--- src/rtl/muldiv_pkg.sv ---
// Shared types and constants for the mult/div sequencer and its iteration step.
package muldiv_pkg;

  typedef enum logic [1:0] {
    OP_MULT  = 2'b00,
    OP_MULTU = 2'b01,
    OP_DIV   = 2'b10,
    OP_DIVU  = 2'b11
  } op_e;

  typedef enum logic [1:0] {
    ST_IDLE = 2'b00,
    ST_RUN  = 2'b01,
    ST_FIX  = 2'b10
  } state_e;

  localparam int          ITER_LAST       = 31;
  localparam logic [31:0] DIV0_LO_DEFAULT = 32'hFFFF_FFFF;

  function automatic logic [31:0] abs32(input logic [31:0] v);
    return v[31] ? (~v + 32'd1) : v;
  endfunction

endpackage

--- src/rtl/muldiv_step.sv ---
// One combinational iteration: shift-add multiply or restoring shift-subtract divide.
// acc holds {partial product, multiplier} or {partial remainder, dividend/quotient}.
module muldiv_step (
  input  logic        is_div_i,
  input  logic [63:0] acc_i,
  input  logic [31:0] opnd_i,
  output logic [63:0] acc_o
);

  logic [32:0] add_sum;
  logic [32:0] part_rem;
  logic [33:0] sub_diff;

  always_comb begin
    add_sum  = {1'b0, acc_i[63:32]} + (acc_i[0] ? {1'b0, opnd_i} : 33'd0);
    part_rem = acc_i[63:31];
    sub_diff = {1'b0, part_rem} - {2'b00, opnd_i};
    if (is_div_i) begin
      // Borrow out means the divisor did not fit: keep the shifted remainder.
      if (sub_diff[33]) acc_o = {part_rem[31:0], acc_i[30:0], 1'b0};
      else              acc_o = {sub_diff[31:0], acc_i[30:0], 1'b1};
    end else begin
      acc_o = {add_sum, acc_i[31:1]};
    end
  end

endmodule

--- src/rtl/muldiv_sequencer.sv ---
// HI/LO owner and multi-cycle mult/div sequencer; 34-cycle iterative ops, 2-cycle divide-by-zero.
// MULDIV_FAST_MULT_EN: mult/multu skip RUN and use a single-cycle 64-bit multiply.
module muldiv_sequencer
  import muldiv_pkg::*;
#(
  parameter int          ITER_BITS = 6,
  parameter logic [31:0] DIV0_LO   = DIV0_LO_DEFAULT
) (
  input  logic        clk_cpu,
  input  logic        reset,
  input  logic        start,
  input  logic [1:0]  op,
  input  logic [31:0] rs,
  input  logic [31:0] rt,
  input  logic        mt_en,
  input  logic        mt_hi,
  input  logic        mf_req,
  output logic [63:0] hilo_q,
  output logic        busy,
  output logic        done,
  output logic        stall_req
);

  state_e               state_q;
  logic [ITER_BITS-1:0] cnt_q;
  logic [63:0]          acc_q;
  logic [31:0]          opnd_q;
  logic                 is_div_q, sign_q, sign_r_q, raw_q;
  logic                 busy_q, done_q;

  op_e         op_w;
  logic        is_div_w, is_signed_w;
  logic [31:0] abs_a, abs_b, rem_fix, quo_fix;
  logic [63:0] step_acc, prod_fix, fix_res;

  assign op_w        = op_e'(op);
  assign is_div_w    = (op_w == OP_DIV) || (op_w == OP_DIVU);
  assign is_signed_w = (op_w == OP_MULT) || (op_w == OP_DIV);
  assign abs_a       = is_signed_w ? abs32(rs) : rs;
  assign abs_b       = is_signed_w ? abs32(rt) : rt;

  muldiv_step u_step (
    .is_div_i (is_div_q),
    .acc_i    (acc_q),
    .opnd_i   (opnd_q),
    .acc_o    (step_acc)
  );

  always_comb begin
    rem_fix  = sign_r_q ? (~acc_q[63:32] + 32'd1) : acc_q[63:32];
    quo_fix  = sign_q ? (~acc_q[31:0] + 32'd1) : acc_q[31:0];
    prod_fix = sign_q ? (~acc_q + 64'd1) : acc_q;
    if (raw_q)         fix_res = acc_q;
    else if (is_div_q) fix_res = {rem_fix, quo_fix};
    else               fix_res = prod_fix;
  end

  always_ff @(posedge clk_cpu) begin
    if (reset) begin
      state_q  <= ST_IDLE;
      cnt_q    <= '0;
      acc_q    <= '0;
      opnd_q   <= '0;
      is_div_q <= 1'b0;
      sign_q   <= 1'b0;
      sign_r_q <= 1'b0;
      raw_q    <= 1'b0;
      busy_q   <= 1'b0;
      done_q   <= 1'b0;
      hilo_q   <= '0;
    end else begin
      done_q <= 1'b0;
      case (state_q)
        ST_IDLE: begin
          if (start) begin
            is_div_q <= is_div_w;
            sign_q   <= is_signed_w & (rs[31] ^ rt[31]);
            sign_r_q <= is_signed_w & rs[31];
            cnt_q    <= '0;
            opnd_q   <= abs_b;
            acc_q    <= {32'd0, abs_a};
            raw_q    <= 1'b0;
            busy_q   <= 1'b1;
            if (is_div_w && (rt == 32'd0)) begin
              // Result is fixed by definition; FIX writes acc untouched.
              acc_q   <= {rs, DIV0_LO};
              raw_q   <= 1'b1;
              state_q <= ST_FIX;
              done_q  <= 1'b1;
`ifdef MULDIV_FAST_MULT_EN
            end else if (!is_div_w) begin
              acc_q   <= {32'd0, abs_a} * {32'd0, abs_b};
              state_q <= ST_FIX;
              done_q  <= 1'b1;
`endif
            end else begin
              state_q <= ST_RUN;
            end
          end else if (mt_en) begin
            if (mt_hi) hilo_q[63:32] <= rs;
            else       hilo_q[31:0]  <= rs;
          end
        end
        ST_RUN: begin
          acc_q <= step_acc;
          if (cnt_q == ITER_BITS'(ITER_LAST)) begin
            cnt_q   <= '0;
            state_q <= ST_FIX;
            done_q  <= 1'b1;
          end else begin
            cnt_q <= cnt_q + ITER_BITS'(1);
          end
        end
        ST_FIX: begin
          hilo_q  <= fix_res;
          state_q <= ST_IDLE;
          busy_q  <= 1'b0;
        end
        default: begin
          state_q <= ST_IDLE;
          busy_q  <= 1'b0;
        end
      endcase
    end
  end

  assign busy      = busy_q;
  assign done      = done_q;
  assign stall_req = busy_q & (start | mt_en | mf_req);

  // A single EX instruction can never be both a mult/div and an mthi/mtlo.
  a_no_start_with_mt: assert property (@(posedge clk_cpu) disable iff (reset)
                                       !(start && mt_en && !busy_q));

endmodule

--- config.mk ---
export PLATFORM = sky130hd
export DESIGN_NAME = muldiv_sequencer
export DESIGN_NICKNAME = d
export VERILOG_FILES = /design/src/rtl/muldiv_pkg.sv /design/src/rtl/muldiv_step.sv /design/src/rtl/muldiv_sequencer.sv
export SDC_FILE = /design/constraint.sdc
export NUM_CORES = 1
export LEC_CHECK = 0
export ABC_AREA = 1
export CORE_UTILIZATION = 37
export DETAILED_ROUTE_END_ITERATION = 7
export PLACE_DENSITY_LB_ADDON = 0.08
export SYNTH_ARGS = -nofsm -noshare
export SYNTH_HDL_FRONTEND = slang
export SYNTH_SLANG_ARGS = --single-unit
--- constraint.sdc ---
create_clock -name clk_cpu -period 5.85 [get_ports clk_cpu]
set_clock_uncertainty 0.2 [all_clocks]
set_input_delay 1.17 -clock clk_cpu [delete_from_list [all_inputs] [get_ports clk_cpu]]
set_output_delay 1.17 -clock clk_cpu [all_outputs]
set_load 0.01 [all_outputs]
==> flow_summary_export.csv, run 1 <==
group,metric,value,unit
die,initial_utilization,37.8,%
final_layout,layout_common_cells,"829 x nand2_1, 423 x inv_1, 314 x nor2_1, 263 x a21oi_1, 259 x o21ai_0",
worst_setup_path,crit_path_start_kind,"flop",
run_status,outcome,"complete, no violations",
yosys,yosysTopAreaCell,"dfxtp_1",
yosys,syn_avg_cell_area,5.61,um^2
sta,worstMarginPinSlew,1.22,ns
worst_setup_path,cp_max_fo,9,
detailed_routing,viasPerCell,5.66,
place,port_buffers,138,
yosys,ys_seq_area_share,20.2,%
sta,fin_crit,3.84,ns
final_layout,final_util,43.1,%
sta,fmax,261,MHz
detailed_routing,top_layer_used,"met5",
clocking,clock-root-buffer,"clkbuf_16",
clocking,postCtsSetupRepairBufs,0,
detailed_routing,via_count,21300,
detailed_routing,wire_per_inst,22.6,um
detailed_routing,first_pass_iters,8,
clocking,clk_pin_slew,0.08,ns
worst_setup_path,required,6.08,ns
yosys,syn-instance-count,3082,
power,p_leak,9.41,nW
global_route,antenna_found_initial,2,
yosys,synth_area_leaders,"dfxtp_1 20%, nand2_1 18%, inv_1 9.2%",
clocking,htreeDepth,4,
die,dieArea,47600,um^2
yosys,syn_area,17300,um^2
clocking,cts_max_path_buffers,2,
hold_path,hold_depth,2,
detailed_routing,wl_met2,35200,um
place,gp_congestion,0.998,
job,drv_cap,0,
die,coreArea,45700,um^2
sta,whs,0.294,ns
yosys,synth-warning-count,0,
yosys,synth_edf_count,0,
detailed_routing,drtIter0Drc,2416,
die,die_h,218,um
yosys,ys_ff_latch,174,
clocking,cts_tree,"yes",
yosys,ys_async_sr_fraction,0,%
clocking,cts_buffers,17,
clocking,clkSinkCount,174,
final_layout,antenna_cells,0,
final_layout,nets,3288,
worst_setup_path,crit_path_end_kind,"flop",
global_route,grt_pass1_vias,19600,
worst_setup_path,arrival,4.07,ns
power,finalPower,4.84,mW
final_layout,final_common_cell,"nand2_1",
sta,finalSetupViolCount,0,
sta,hold_viol,0,
yosys,synth_top_area_share,20.2,%
yosys,syn-num-nets,3225,
clocking,cts_resized,0,
global_route,grt-ovfl-total,0,
final_layout,drive_above_1_share,4.05,%
sta,rsz0062_at_grt,"no",
clocking,hold_buffers,0,
place,postPlaceCellArea,19100,um^2
final_layout,area_growth,13.8,%
worst_setup_path,r2r_cells,17,
sta,relSlewSlack,17.9,%
die,dieWidth,218,um
global_route,grt_max_degree,92,
worst_setup_path,critPathKind,"reg -> reg",
detailed_routing,drcViolationCount,0,
sta,final.setup.tns,0,ns
detailed_routing,totalWireLength,84800,um
global_route,grt_pass1_wl,125000,um
detailed_routing,wl_met1,38600,um
clocking,clock_latency,0.50,ns
final_layout,stdcell_area,19700,um^2
die,rows,78,
power,power.density,246,nW/um^2
die,ioPinCount,139,
sta,drv_slew,0,
detailed_routing,route.met3.wl,8330,um
place,dpl.hpwl,66400,um
global_route,grt_use_total,35.6,%
yosys,synthDistinctLibCells,55,
power,vdd_drop_max,266,uV
hold_path,hold_class,"reg -> reg",
detailed_routing,ant_nets,0,
yosys,ys.flop_type,"dfxtp_1",
sta,timing.final.crit_share,65.6,%
-- cells in the mapped netlist (2+ instances only) --
master    count
nand2_1     829
inv_1       425
nor2_1      317
a21oi_1     263
o21ai_0     259
nand3_1     253
dfxtp_1     174
clkbuf_1     79
ha_1         69
nand4_1      66
xor2_1       42
nor3_1       41
o31ai_1      26
a31oi_1      22
inv_2        20
buf_2        18
nand3b_1     15
o211ai_1     15
o22ai_1      14
buf_1        13
o21bai_1     13
nor2_2       11
or2_2        10
nor4_1        8
o32ai_1       7
o21ai_1       6
xnor2_1       6
buf_6         5
nand2_2       5
nand3_2       5
and2_1        4
and3_1        4
nor3_2        4
o21a_1        4
a211oi_1      3
a21o_1        3
nor2_4        3
a21oi_4       2
fa_1          2
o21ai_2       2
-- area by class of cell --
cell class                      instances  area, um^2
Fill cell                            5114       26000
Sequential cell                       174        3490
Multi-Input combinational cell       2346       11600
Tap cell                              600         751
Clock buffer                           18         439
Clock inverter                         13         134
Inverter                              446        1670
Timing Repair Buffer                  160        1550
-- per-layer routing --
layer / vias up / GRT usage, %
met3: 127 / 8.68
met1: 9975 / 50.4
li1: 10200 / -
met5: - / 0
met4: 2 / 11.9
met2: 957 / 52.2
-- critical path, cell delays in order, from the launching register on --
cell and delay, ns:
dfxtp_1 0.77, inv_1 0.36, ha_1 0.33, fa_1 0.42, inv_1 0.12, nand3_1 0.08
nand2_1 0.20, nand2_1 0.10, nand2_1 0.19, nand2_1 0.08, nand2_1 0.09, xor2_1 0.31
nand2_1 0.10, o21ai_0 0.09, nand2_1 0.07, nand2_1 0.09, nand2_1 0.05, a21oi_1 0.11
-- power breakdown --
part           total (mW)  internal (mW)  switching [mW]
combinational        2.16          0.681            1.48
sequential           1.49           1.31           0.183
clock                1.19          0.605           0.584
total                4.84           2.60            2.25
-- kinds of logic after synthesis --
kind of cell	share of synthesized area (%)
adder cells (fa/ha/maj)	5.23
AO/OA/AOI/OAI	20.3
buffers and inverters	12.6
AND/OR/NAND/NOR	39.3
flip-flops	20.2
XOR/XNOR	2.43
-- state kept, by name (all words and copies together) (netlist names) --
| register | cells |
|---|---|
| acc_q | 64 |
| hilo_q | 64 |
| opnd_q | 32 |
| cnt_q | 6 |
| state_q | 2 |
| busy | 1 |
| done | 1 |
| is_div_q | 1 |
| raw_q | 1 |
| sign_q | 1 |
| sign_r_q | 1 |
-- stage by stage --
| stage | setup WS (ns) | cells |
|---|---|---|
| after global routing | 1.83 | 3757 |
| after floorplan | 2.90 | 3082 |
| after global placement | 1.81 | 3726 |
| after CTS | 2.10 | 3757 |
| final | 2.01 | 3757 |
| after detailed placement | 1.73 | 3726 |
-- worst paths after layout --
| kind | start | end | slack [ns] |
|---|---|---|---|
| worst min-delay path | cnt_q[1] | cnt_q[1] | 0.29 |
| worst min register to register | cnt_q[1] | cnt_q[1] | 0.29 |
| worst max-delay path | acc_q[31] | acc_q[48] | 2.01 |
| worst max register to register | acc_q[31] | acc_q[48] | 2.01 |
Note: power is estimated with default switching activity, not from simulation.
==> run 2: changes to the inputs <==
clock period = 3.8 ns   (was 5.85 ns; I/O delays follow)
==> run 2 against run 1 <==
Compared with the run above:
- via count up 1.9%
- total power up 57%
- register-to-register slack got worse by 1.5 ns
- sequential share of layout area is 0.45 points lower
- cell count grew 1.6%
- critical path type unchanged
- critical endpoint is now acc_q[47]
==> flow_summary_export.csv, run 2 (synthesized netlist as in run 1, its figures left out) <==
group,metric,value,unit
run_status,outcome,"complete, no violations",
final_layout,area_growth,16.8,%
clocking,clk_pin_slew,0.09,ns
worst_setup_path,cp_max_fo,29,
detailed_routing,viasPerCell,5.68,
final_layout,final_common_cell,"nand2_1",
clocking,clock_latency,0.50,ns
die,ioPinCount,139,
final_layout,nets,3344,
die,die_h,218,um
die,initial_utilization,37.8,%
detailed_routing,via_count,21700,
power,clkPwrFrac,24.1,%
power,seqPwrFrac,29.5,%
clocking,cts_buffers,17,
worst_setup_path,crit_path_start_kind,"flop",
worst_setup_path,required,4.03,ns
power,switching_share,47.0,%
die,coreArea,45700,um^2
clocking,cts_tree,"yes",
clocking,cts_resized,0,
detailed_routing,ant_nets,0,
global_route,grt_pass1_vias,20100,
global_route,antenna_found_initial,1,
sta,final.setup.tns,0,ns
job,drv_cap,0,
sta,fin_crit,3.33,ns
global_route,grt_use_total,36.8,%
place,dpl.hpwl,70700,um
detailed_routing,drcViolationCount,0,
die,dieWidth,218,um
sta,hold_viol,0,
final_layout,top_regs,"acc_q x64, hilo_q x64, opnd_q x32",
clocking,cts_max_path_buffers,2,
power,power.density,376,nW/um^2
place,port_buffers,138,
sta,drv_slew,0,
power,power.switching,3.57,mW
final_layout,drive_above_1_share,5.72,%
sta,timing.final.crit_share,87.7,%
sta,rsz0062_at_grt,"no",
clocking,hold_buffers,0,
worst_setup_path,arrival,3.56,ns
global_route,grt_max_degree,101,
worst_setup_path,critPathKind,"reg -> reg",
final_layout,final_util,44.2,%
power,p_comb_share,46.4,%
clocking,htreeDepth,4,
clocking,clock-root-buffer,"clkbuf_16",
detailed_routing,wire_per_inst,23.0,um
die,dieArea,47600,um^2
hold_path,hold_class,"reg -> reg",
clocking,clkSinkCount,174,
sta,relSlewSlack,32.5,%
sta,fmax,300,MHz
worst_setup_path,crit_path_end_kind,"flop",
global_route,grt_pass1_wl,128000,um
detailed_routing,first_pass_iters,6,
power,vdd_drop_max,361,uV
clocking,postCtsSetupRepairBufs,0,
sta,worstMarginPinSlew,1.01,ns
power,p_leak,9.72,nW
power,internal_power,4.03,mW
detailed_routing,drtIter0Drc,2316,
global_route,grt-ovfl-total,0,
sta,finalSetupViolCount,0,
die,rows,78,
place,gp_congestion,1.02,
detailed_routing,totalWireLength,87900,um
final_layout,layout_common_cells,"829 x nand2_1, 423 x inv_1, 314 x nor2_1, 263 x a21oi_1, 259 x o21ai_0",
-- run 2: cell count changes in the layout (fill, tap and decap cells not counted) --
cell,change
bufinv_16,-1
dfxtp_2,-1
clkinv_8,+3
inv_6,-1
clkinv_2,-1
dfxtp_1,+1
buf_12,+5
inv_8,+1
buf_4,+51
diode_2,+3
-- run 2: metal layers --
layer | GRT usage [%] | vias up | part of all wire [%]
met1 | 51.4 | 10100 | 45
met5 | 0 | - | 0.020
met2 | 53.0 | 1056 | 41
met3 | 10.3 | 149 | 11
met4 | 13.8 | 4 | 3.4
li1 | - | 10300 | -
-- run 2: final cells by class --
class	count	area, um^2
Antenna cell	3	7.51
Sequential cell	174	3480
Tap cell	600	751
Timing Repair Buffer	216	2030
Multi-Input combinational cell	2346	11600
Clock inverter	14	150
Clock buffer	18	439
Fill cell	5047	25500
Inverter	446	1670
-- run 2: power by group through the flow --
stage | clock network (mW) | registers [mW] | logic, mW
finish | 1.83 | 2.24 | 3.52
global route | 1.92 | 2.25 | 3.84
CTS | 1.85 | 2.23 | 3.43
detailed placement | 0 | 2.27 | 3.41
global placement | 0 | 2.27 | 3.41
floorplan | 0 | 2.22 | 2.11
-- run 2: path summary, 6_finish.rpt --
path	from	endpoint	slack, ns	cells after the start
min	cnt_q[5]	cnt_q[5]	0.29	2
max	acc_q[0]	acc_q[47]	0.47	17
max reg2reg	acc_q[0]	acc_q[47]	0.47	17
min reg2reg	cnt_q[5]	cnt_q[5]	0.29	2
-- run 2: critical path: stages, from the launching register on --
cell	delay [ns]
dfxtp_1	0.47
buf_12	0.24
nand2_1	0.18
inv_1	0.10
ha_1	0.28
a21oi_1	0.28
inv_1	0.07
a21oi_1	0.17
nand3_1	0.27
nand2_1	0.17
nand2_1	0.06
nand2_1	0.05
nand3_1	0.15
nand2_1	0.22
inv_1	0.07
nand3_1	0.08
nand2_1	0.06
a21oi_1	0.12
-- run 2: stage by stage --
stage | std cells | hold slack [ns] | worst slack (ns) | cell area (um^2) | power, mW
2_1_floorplan | 3082 | 0.254 | 1.16 | 17300 | 4.33
3_3_place_gp | 3782 | 0.267 | 0.405 | 19600 | 5.68
3_5_place_dp | 3782 | 0.276 | 0.301 | 19600 | 5.69
4_1_cts | 3814 | 0.288 | 0.520 | 20200 | 7.52
5_1_grt | 3814 | 0.321 | 0.312 | 20200 | 8.01
6_report | 3817 | 0.290 | 0.466 | 20200 | 7.59
